[src/rtl/pipe_perf_monitor.sv]
// rtl/pipe_perf_monitor.sv - pipeline performance counters, cycle-limit halt and flush-PC trace FIFO
//
// Purpose:
//   Sits beside the 5-stage CPU and watches its hazard, control-flow, flush,
//   PC and retire signals. Keeps saturating event counters, stops counting
//   after MAX_CYCLES RUN cycles, and records the PC of every flush in a small
//   show-ahead FIFO.
//
// Ports:
//   clk_i, rst_i         clock / asynchronous active-high reset
//   start_i              CPU running level (IDLE <-> RUN)
//   clear_i              synchronous clear of counters, FIFO, state and read ack
//   stall_i, jump_i,
//   branch_i, flush_i,
//   retire_i, pc_i       CPU event inputs, sampled only in RUN
//   rd_req_i, rd_sel_i   counter read request / select
//   rd_ack_o, rd_data_o  one-cycle read acknowledge with snapshotted data
//   halt_o, state_o      registered halt flag and current state
//   trace_pop_i          pop the FIFO head
//   trace_pc_o           FIFO head PC, 0 when empty
//   trace_valid_o        FIFO non-empty

module pipe_perf_monitor #(
    parameter int unsigned CNT_W       = 32,
    parameter int unsigned MAX_CYCLES  = 20,
    parameter int unsigned TRACE_DEPTH = 8
) (
    input  logic             clk_i,
    input  logic             rst_i,
    input  logic             start_i,
    input  logic             clear_i,
    input  logic             stall_i,
    input  logic             jump_i,
    input  logic             branch_i,
    input  logic             flush_i,
    input  logic [31:0]      pc_i,
    input  logic             retire_i,
    input  logic             rd_req_i,
    input  logic [2:0]       rd_sel_i,
    output logic             rd_ack_o,
    output logic [CNT_W-1:0] rd_data_o,
    output logic             halt_o,
    output logic [1:0]       state_o,
    input  logic             trace_pop_i,
    output logic [31:0]      trace_pc_o,
    output logic             trace_valid_o
);

    localparam int unsigned      AW      = $clog2(TRACE_DEPTH);
    localparam int unsigned      LIMIT   = (MAX_CYCLES == 0) ? 0 : MAX_CYCLES - 1;
    localparam logic [CNT_W-1:0] CNT_MAX = '1;

    typedef enum logic [1:0] {
        ST_IDLE   = 2'd0,
        ST_RUN    = 2'd1,
        ST_HALTED = 2'd2
    } state_t;

    state_t           state_q;
    state_t           state_d;
    logic             halt_q;

    logic [CNT_W-1:0] cycle_cnt;
    logic [CNT_W-1:0] stall_cnt;
    logic [CNT_W-1:0] flush_cnt;
    logic [CNT_W-1:0] retire_cnt;
    logic [CNT_W-1:0] drop_cnt;

    logic [31:0]      trace_mem [TRACE_DEPTH];
    logic [AW-1:0]    wr_ptr;
    logic [AW-1:0]    rd_ptr;
    logic [AW:0]      fifo_cnt;

    logic             run;
    logic             limit_hit;
    logic             push;
    logic             pop;
    logic             full;
    logic             empty;
    logic             push_write;
    logic             drop;

    logic             ack_q;
    logic [CNT_W-1:0] data_q;
    logic [CNT_W-1:0] sel_val;
    logic             accept;

    function automatic logic [CNT_W-1:0] sat_inc(input logic [CNT_W-1:0] v);
        return (v == CNT_MAX) ? v : v + CNT_W'(1);
    endfunction

    assign run       = (state_q == ST_RUN);
    // The limit edge itself is still a RUN cycle, so cycle_cnt ends at MAX_CYCLES.
    assign limit_hit = (MAX_CYCLES != 0) && (cycle_cnt == CNT_W'(LIMIT));

    // ------------------------------------------------------------------
    // State machine
    // ------------------------------------------------------------------
    always_comb begin
        state_d = state_q;
        case (state_q)
            ST_IDLE: begin
                if (start_i) begin
                    state_d = ST_RUN;
                end
            end
            ST_RUN: begin
                if (limit_hit) begin
                    state_d = ST_HALTED;
                end else if (!start_i) begin
                    state_d = ST_IDLE;
                end
            end
            ST_HALTED: begin
                state_d = ST_HALTED;
            end
            default: begin
                state_d = ST_IDLE;
            end
        endcase
        if (clear_i) begin
            state_d = ST_IDLE;
        end
    end

    // halt_q tracks the next state so that it always equals (state_q == HALTED).
    always_ff @(posedge clk_i or posedge rst_i) begin
        if (rst_i) begin
            state_q <= ST_IDLE;
            halt_q  <= 1'b0;
        end else begin
            state_q <= state_d;
            halt_q  <= (state_d == ST_HALTED);
        end
    end

    // ------------------------------------------------------------------
    // Trace FIFO control
    // ------------------------------------------------------------------
    assign empty      = (fifo_cnt == '0);
    assign full       = (fifo_cnt == (AW+1)'(TRACE_DEPTH));
    assign push       = run & flush_i;
    assign pop        = trace_pop_i & ~empty;
    // A simultaneous pop frees the slot, so a push into a full FIFO still lands.
    assign push_write = push & (~full | pop);
    assign drop       = push & full & ~pop;

    always_ff @(posedge clk_i) begin
        if (push_write && !clear_i && !rst_i) begin
            trace_mem[wr_ptr] <= pc_i;
        end
    end

    always_ff @(posedge clk_i or posedge rst_i) begin
        if (rst_i) begin
            wr_ptr   <= '0;
            rd_ptr   <= '0;
            fifo_cnt <= '0;
        end else if (clear_i) begin
            wr_ptr   <= '0;
            rd_ptr   <= '0;
            fifo_cnt <= '0;
        end else begin
            if (push_write) begin
                wr_ptr <= wr_ptr + AW'(1);
            end
            if (pop) begin
                rd_ptr <= rd_ptr + AW'(1);
            end
            case ({push_write, pop})
                2'b10:   fifo_cnt <= fifo_cnt + (AW+1)'(1);
                2'b01:   fifo_cnt <= fifo_cnt - (AW+1)'(1);
                default: fifo_cnt <= fifo_cnt;
            endcase
        end
    end

    // ------------------------------------------------------------------
    // Event counters
    // ------------------------------------------------------------------
    always_ff @(posedge clk_i or posedge rst_i) begin
        if (rst_i) begin
            cycle_cnt  <= '0;
            stall_cnt  <= '0;
            flush_cnt  <= '0;
            retire_cnt <= '0;
            drop_cnt   <= '0;
        end else if (clear_i) begin
            cycle_cnt  <= '0;
            stall_cnt  <= '0;
            flush_cnt  <= '0;
            retire_cnt <= '0;
            drop_cnt   <= '0;
        end else begin
            if (run) begin
                cycle_cnt <= sat_inc(cycle_cnt);
                // A stall raised alongside a jump/branch is a control redirect, not a data hazard.
                if (stall_i && !jump_i && !branch_i) begin
                    stall_cnt <= sat_inc(stall_cnt);
                end
                if (flush_i) begin
                    flush_cnt <= sat_inc(flush_cnt);
                end
                if (retire_i) begin
                    retire_cnt <= sat_inc(retire_cnt);
                end
            end
            if (drop) begin
                drop_cnt <= sat_inc(drop_cnt);
            end
        end
    end

    // ------------------------------------------------------------------
    // Readout: a request is taken only while no ack is showing, which makes
    // a held request acknowledge every second cycle.
    // ------------------------------------------------------------------
    assign accept = rd_req_i & ~ack_q;

    always_comb begin
        sel_val = '0;
        case (rd_sel_i)
            3'd0:    sel_val = cycle_cnt;
            3'd1:    sel_val = stall_cnt;
            3'd2:    sel_val = flush_cnt;
            3'd3:    sel_val = retire_cnt;
            3'd4:    sel_val = drop_cnt;
            3'd5:    sel_val = CNT_W'({state_q, fifo_cnt});
            default: sel_val = '0;
        endcase
    end

    always_ff @(posedge clk_i or posedge rst_i) begin
        if (rst_i) begin
            ack_q  <= 1'b0;
            data_q <= '0;
        end else if (clear_i) begin
            ack_q  <= 1'b0;
        end else begin
            ack_q <= accept;
            if (accept) begin
                data_q <= sel_val;
            end
        end
    end

    // ------------------------------------------------------------------
    // Outputs
    // ------------------------------------------------------------------
    assign rd_ack_o      = ack_q;
    assign rd_data_o     = data_q;
    assign halt_o        = halt_q;
    assign state_o       = state_q;
    assign trace_valid_o = ~empty;
    assign trace_pc_o    = empty ? 32'd0 : trace_mem[rd_ptr];

endmodule

[config.mk]
export PLATFORM = sky130hd
export DESIGN_NAME = pipe_perf_monitor
export DESIGN_NICKNAME = d
export VERILOG_FILES = /design/src/rtl/pipe_perf_monitor.sv
export SDC_FILE = /design/constraint.sdc
export NUM_CORES = 1
export LEC_CHECK = 0
export BUFFER_PORTS_ARGS = -buffer_cell sky130_fd_sc_hd__buf_2
export CAP_MARGIN = 0
export CORE_ASPECT_RATIO = 0.8
export CORE_MARGIN = 5
export CORE_UTILIZATION = 50
export DETAILED_ROUTE_END_ITERATION = 16
export PLACE_DENSITY = 0.64
export SETUP_SLACK_MARGIN = 0.05
export SYNTH_ARGS = -nofsm -noshare
export SYNTH_HDL_FRONTEND = slang
export SYNTH_SLANG_ARGS = --single-unit
export TNS_END_PERCENT = 50
[constraint.sdc]
create_clock -name clk_i -period 19.1 [get_ports clk_i]
set_clock_uncertainty 0.2 [all_clocks]
set_input_delay 4.775 -clock clk_i [delete_from_list [all_inputs] [get_ports clk_i]]
set_output_delay 4.775 -clock clk_i [all_outputs]
set_load 0.03 [all_outputs]
======== Word-level counts from Yosys, hierarchy flattened ========
Memories as Yosys holds them, arrays and structs flattened.
Cells that the tools add are included.
cells by class
  multiplexer cells ....................... 34
  reductions and logical operators ........ 25
  magnitude comparators ................... 0
  shift-type cells ........................ 0
  equal/unequal tests ..................... 22
  $mul .................................... 0
  bitwise operators ....................... 12
  add/sub/neg operators ................... 9
  divide/modulo/power cells ............... 0
operators with widths
  cell                                                                     number
  32-bit 2-to-1 mux                                                        19
  32-bit case mux with 6 select lines                                      1
  32-bit by 1-bit adder with 32-bit output (second input constant)         5
  32-bit equality test (second input constant)                             5
  32-bit by 5-bit equality test with 1-bit output (second input constant)  1
  2-bit nonzero test                                                       7
  3-bit 2-to-1 mux                                                         4
  2-bit inequality test (second input constant)                            5
  3-bit AND reduction                                                      3
  2-bit 2-to-1 mux                                                         4
  4-bit case mux with 2 select lines                                       1
  3-bit by 1-bit adder with 3-bit output (second input constant)           2
  1-bit AND                                                                6
  2-bit equality test (second input constant)                              3
  3-bit by 2-bit equality test with 1-bit output (second input constant)   2
  3-bit equality test (second input constant)                              2
  2-bit case mux with 3 select lines                                       1
  2-bit AND reduction                                                      3
  1-bit NOT                                                                5
  4-bit by 1-bit adder with 4-bit output (second input constant)           1
  2-bit by 1-bit equality test with 1-bit output (second input constant)   2
  4-bit equality test (second input constant)                              1
  1-bit logical AND                                                        4
  1-bit zero test                                                          4
  other kinds (9)                                                          11
word-level totals
  memories kept ........................... 1
  bits in latches ......................... 0
  memory bits (writable) .................. 256
  bits in read-only memories .............. 0
  bits in registers ....................... 206
  bits of input ports ..................... 46
memories
  name       words  width  read ports  clocked after Yosys merged registers in  wr ports  line  RTL
  trace_mem  8      32     1           0                                        1         69    logic [31:0] trace_mem [TRACE_DEPTH];

======== Logic depth before layout (Yosys ltp) ========
  word-level depth ........................ 9
  mapped depth ............................ 10

======== Worst setup path after synthesis ========
No wires, ideal clock.
  kind .................................... input-to-reg
  start ................................... input port flush_i
  end ..................................... memory trace_mem[1][0], enable pin
  required time ........................... 18439 ps
  slack ................................... 10597 ps
  cell stages on the path ................. 4
  arrival time ............................ 7842 ps
  library setup time ...................... 461 ps
  cell sequence ........................... nand3b_1 a21oi_1 nand3_1 nor3_1
between the ends
  cells in the longest elaborated chain, start to end .. 6
RTL lines
  item                                    line  RTL
  from (decl)                             35    input logic flush_i,
  1-bit AND                               142   assign push = run & flush_i;
  1-bit AND                               145   assign push_write = push & (~full | pop);
  1-bit logical AND (2 in series)         149   if (push_write && !clear_i && !rst_i) begin
  1-bit 2-to-1 mux                        149
  1-bit 2-to-1 mux (not written as such)  150   trace_mem[wr_ptr] <= pc_i;
  to (decl)                               69
Every way passes these cells.

======== Worst setup path in the final report ========
  start ................................... register rd_ptr[0]
  end ..................................... output port trace_pc_o[4]
between the ends
  cells in the longest elaborated chain, start to end .. 2
RTL lines
  item                    line  RTL
  from (decl)             71    logic [AW-1:0] rd_ptr;
  from (signal assigned)  168   rd_ptr <= rd_ptr + AW'(1);
  memory read 8 x 32 bit  -
  32-bit 2-to-1 mux       255   assign trace_pc_o = empty ? 32'd0 : trace_mem[rd_ptr];
  to (decl)               45    output logic [31:0] trace_pc_o,
Every way passes these cells.

==> qor.yml <==
yosys:
  yosysSeqAreaShare: 0.5860
  synth_top_flop_cell: "edfxtp_1"
  yosys.area_share.simple: 0.1434
  synth_seq_cells: 462
  synth_area_per_cell_sq_um: 12.65
  ys_warn_count: 0
  synthAdderAreaFrac: 0.006052
  synthTopCellsByCount: "256 x edfxtp_1, 206 x dfrtp_1, 125 x a21oi_1"
  synth_xor_area_frac: 0.009991
  synth_edf_count: 256
  yosys-mux-area-fraction: 0.1079
  synthesis.nets: 1789
  synth_compound_area_frac: 0.1226
  yosys-top-cells-area: "edfxtp_1 35%, dfrtp_1 24%, mux4_2 6.9%, a21oi_1 2.9%, mux2i_1 2.1%"
  syn-instance-count: 1733
  yosysMostFrequentCell: "edfxtp_1"
  synth_area_sq_um: 21920
  synth_top_family_by_area: "simple AND/OR/NAND/NOR gates"
  async_flop_share: 0.4459
  yosysTopAreaCell: "edfxtp_1"
  synth.distinct_cells: 72
  netlist.area_leader.share: 0.3508
global_routing:
  overflow: 0
  grt.met1_usage: 0.3268
  grt_max_degree: 126
  grt_usage: 0.2268
  top_usage_layer: "met2"
  grt_pass1_wl_microns: 85790
  use_met3: 0.05087
  grt_use_met2: 0.3445
  first_global_vias: 14780
  antenna_found_initial: 4
floorplanning:
  start_util: 0.5071
  num_rows: 68
  io_pins: 115
  dieWidth_microns: 244.1
  die_h_microns: 197.3
  die_area_sq_um: 48150
  core_sq_um: 43220
cts:
  htreeDepth: 2
  cts_buffer_depth: 3
  cts.repair.resized: 0
  numCtsBuffers: 47
  clock_sinks: 462
  clk_pin_slew_worst_paths_ns: 0.07
  post_cts.repair.setup_buffers: 0
  cts_hold_buf: 0
  cts_tree: "built"
  root_buffer: "clkbuf_16"
  insertion_delay_ns: 0.60
timing:
  slew_violations: 0
  slew_headroom: 0.1915
  max_slew.worst_pin.slew_ns: 1.207
  timing.fmax_mhz: 122.7
  post-route-period-util: 0.4268
  hold_violations: 0
  rsz0062_at_grt: "no"
  finalSetupViolations: 0
  tns_ns: 0
  fin_crit_ns: 8.152
layout:
  regArea_sq_um: 12850
  fin_nets: 1867
  fin_area_sq_um: 24660
  drive_gt1_frac: 0.1915
  nFillCells: 3601
  multi_input_area_sq_um: 8628
  area_delta_synth_final_pct: 12.54
power_and_ir_drop:
  switchingPower_uw: 702.0
  p_clk_frac: 0.391
  p_leak_uw: 0.008476
  p_int_uw: 1769
  swShare: 0.2841
  peakVddDrop_mv: 0.1098
  pwr-share-seq: 0.443
  powerDensity_nw_per_um2: 100.2
  comb_power_share: 0.166
placement:
  dpl_cell_area_sq_um: 23020
  gp_congestion: 0.8657
  port-buffer-count: 114
  dp_hpwl_microns: 35770
setup_path:
  cp_top_family: "buffers and inverters"
  path_class: "reg2out"
  crit_slowest_cell: "buf_4"
  critPathCaptureType: "primary output"
  cp-start-kind: "flop"
  cp.required_ns: 14.12
  ff2ff_path_depth: 5
  timing.rr.start: "state_o[1]"
  worstPathCellList: "buf_4, mux4_2, mux2i_1, nor2_1, buf_2"
  arrival_ns: 3.18
  r2r_setup_slack_ns: 15.19
  critPathBufInv: 2
  reg2reg_to: "trace_mem[3][31]"
  worst_path_largest_cell_delay_ns: 0.75
  cp_max_fo: 45
routing:
  route.detailed.drc: 0
  antenna_left: 0
  drtIter0Drc: 1297
  wirelength_microns: 55270
  viasPerCell: 6.336
  vias: 15280
  first_pass_iters: 5
  routedWlPerCell_microns: 22.92
hold_path:
  worstHoldStart: "rd_data_o[16]"
  min_delay_path_depth: 1
  min_to: "rd_data_o[16]"
  hold_class: "reg2reg"
run_status:
  outcome: "finished, final reports clean"
flow_run:
  maxCapViolCount: 0
==> layout make-up <==
type                    instances  area share
clock buffers                  58     0.05058
well taps                     560     0.02841
clock inverters                29     0.01588
diodes                          2   0.0002029
inverters                      20    0.003348
multi-input cells            1141      0.3498
flip-flops and latches        462      0.5209
repair buffers                139     0.03084
==> worst register-to-register path, cell delays in order (launching register included) <==
cell,delay [ns]
dfrtp_1,0.62
nand3b_1,0.28
buf_4,0.23
a21oi_1,0.72
nand3_1,0.49
nor2_4,0.99
==> registers in the layout (all words and copies together) (netlist names) <==
name,count
trace_mem,256
cycle_cnt,32
drop_cnt,32
flush_cnt,32
rd_data_o,32
retire_cnt,32
stall_cnt,32
fifo_cnt,4
rd_ptr,3
wr_ptr,3
state_o,2
halt_o,1
rd_ack_o,1
==> layout by cell type (no fill, tap or decap), drive strengths merged, types with 17 or more instances in the layout <==
cell type | netlist | final
a21oi | 125 | 125
a22oi | 55 | 55
and3 | 21 | 21
and4 | 21 | 21
buf | 40 | 139
clkbuf | 70 | 58
clkinv | 0 | 17
dfrtp | 206 | 206
edfxtp | 256 | 256
inv | 20 | 20
mux2 | 36 | 36
mux2i | 45 | 45
mux4 | 67 | 67
nand2 | 75 | 75
nand3 | 59 | 59
nand4 | 49 | 49
nor2 | 100 | 100
nor3 | 17 | 17
nor4 | 29 | 29
o21a | 38 | 38
o21ai | 68 | 68
o221ai | 27 | 27
o31ai | 52 | 52
or3 | 67 | 67
or4 | 57 | 57
==> cells by family (layout without fill, tap and decap cells) <==
kind of cell / Yosys count / in the layout
and+or+nand+nor: 550 / 550
DFF: 462 / 462
AOI/OAI and AO/OA: 408 / 408
muxes: 148 / 148
buffers and inverters: 130 / 246
xor gates and xnor gates: 25 / 25
adders and majority gates: 10 / 10
other: 0 / 2
==> power groups by stage <==
stage / Combinational, uW / Sequential [uW] / Clock [uW]
2_1_floorplan: 272 / 1120 / 0
3_3_place_gp: 411 / 1110 / 0
3_5_place_dp: 417 / 1110 / 0
4_1_cts: 419 / 1090 / 986
5_1_grt: 442 / 1100 / 1030
6_report: 410 / 1090 / 967
==> stage by stage <==
step	util	worst slack, ns	hold slack, ns	instances	total power (uW)
6_report	0.5707	10.95	0.2838	2411	2471
2_1_floorplan	-	8.501	0.3266	1733	1397
4_1_cts	0.5705	10.80	0.2881	2409	2500
3_3_place_gp	0.5326	11.01	0.2678	2322	1525
3_5_place_dp	0.5326	10.97	0.2751	2322	1532
5_1_grt	0.5705	10.67	0.3027	2409	2568
==> worst max-delay path by stage <==
| stage | start | end | slack, ns | depth (start not counted) |
|---|---|---|---|---|
| after global routing | rd_ptr[0] | trace_pc_o[20] | 10.67 | 5 |
| final | rd_ptr[0] | trace_pc_o[4] | 10.95 | 5 |
| after detailed placement | clear_i | trace_mem[2][17] | 10.97 | 6 |
| after global placement | clear_i | trace_mem[3][19] | 11.01 | 6 |
| after CTS | rd_ptr[0] | trace_pc_o[11] | 10.80 | 5 |
| after floorplan | rst_i | cycle_cnt[0] | 8.50 | 1 |
==> layer usage <==
metal | up-vias | routed length, microns
li1 | 7047 | -
met1 | 7602 | 24360
met2 | 515 | 24960
met3 | 107 | 4044
met4 | 6 | 1855
met5 | - | 46
(Power assumes the default switching activity.)
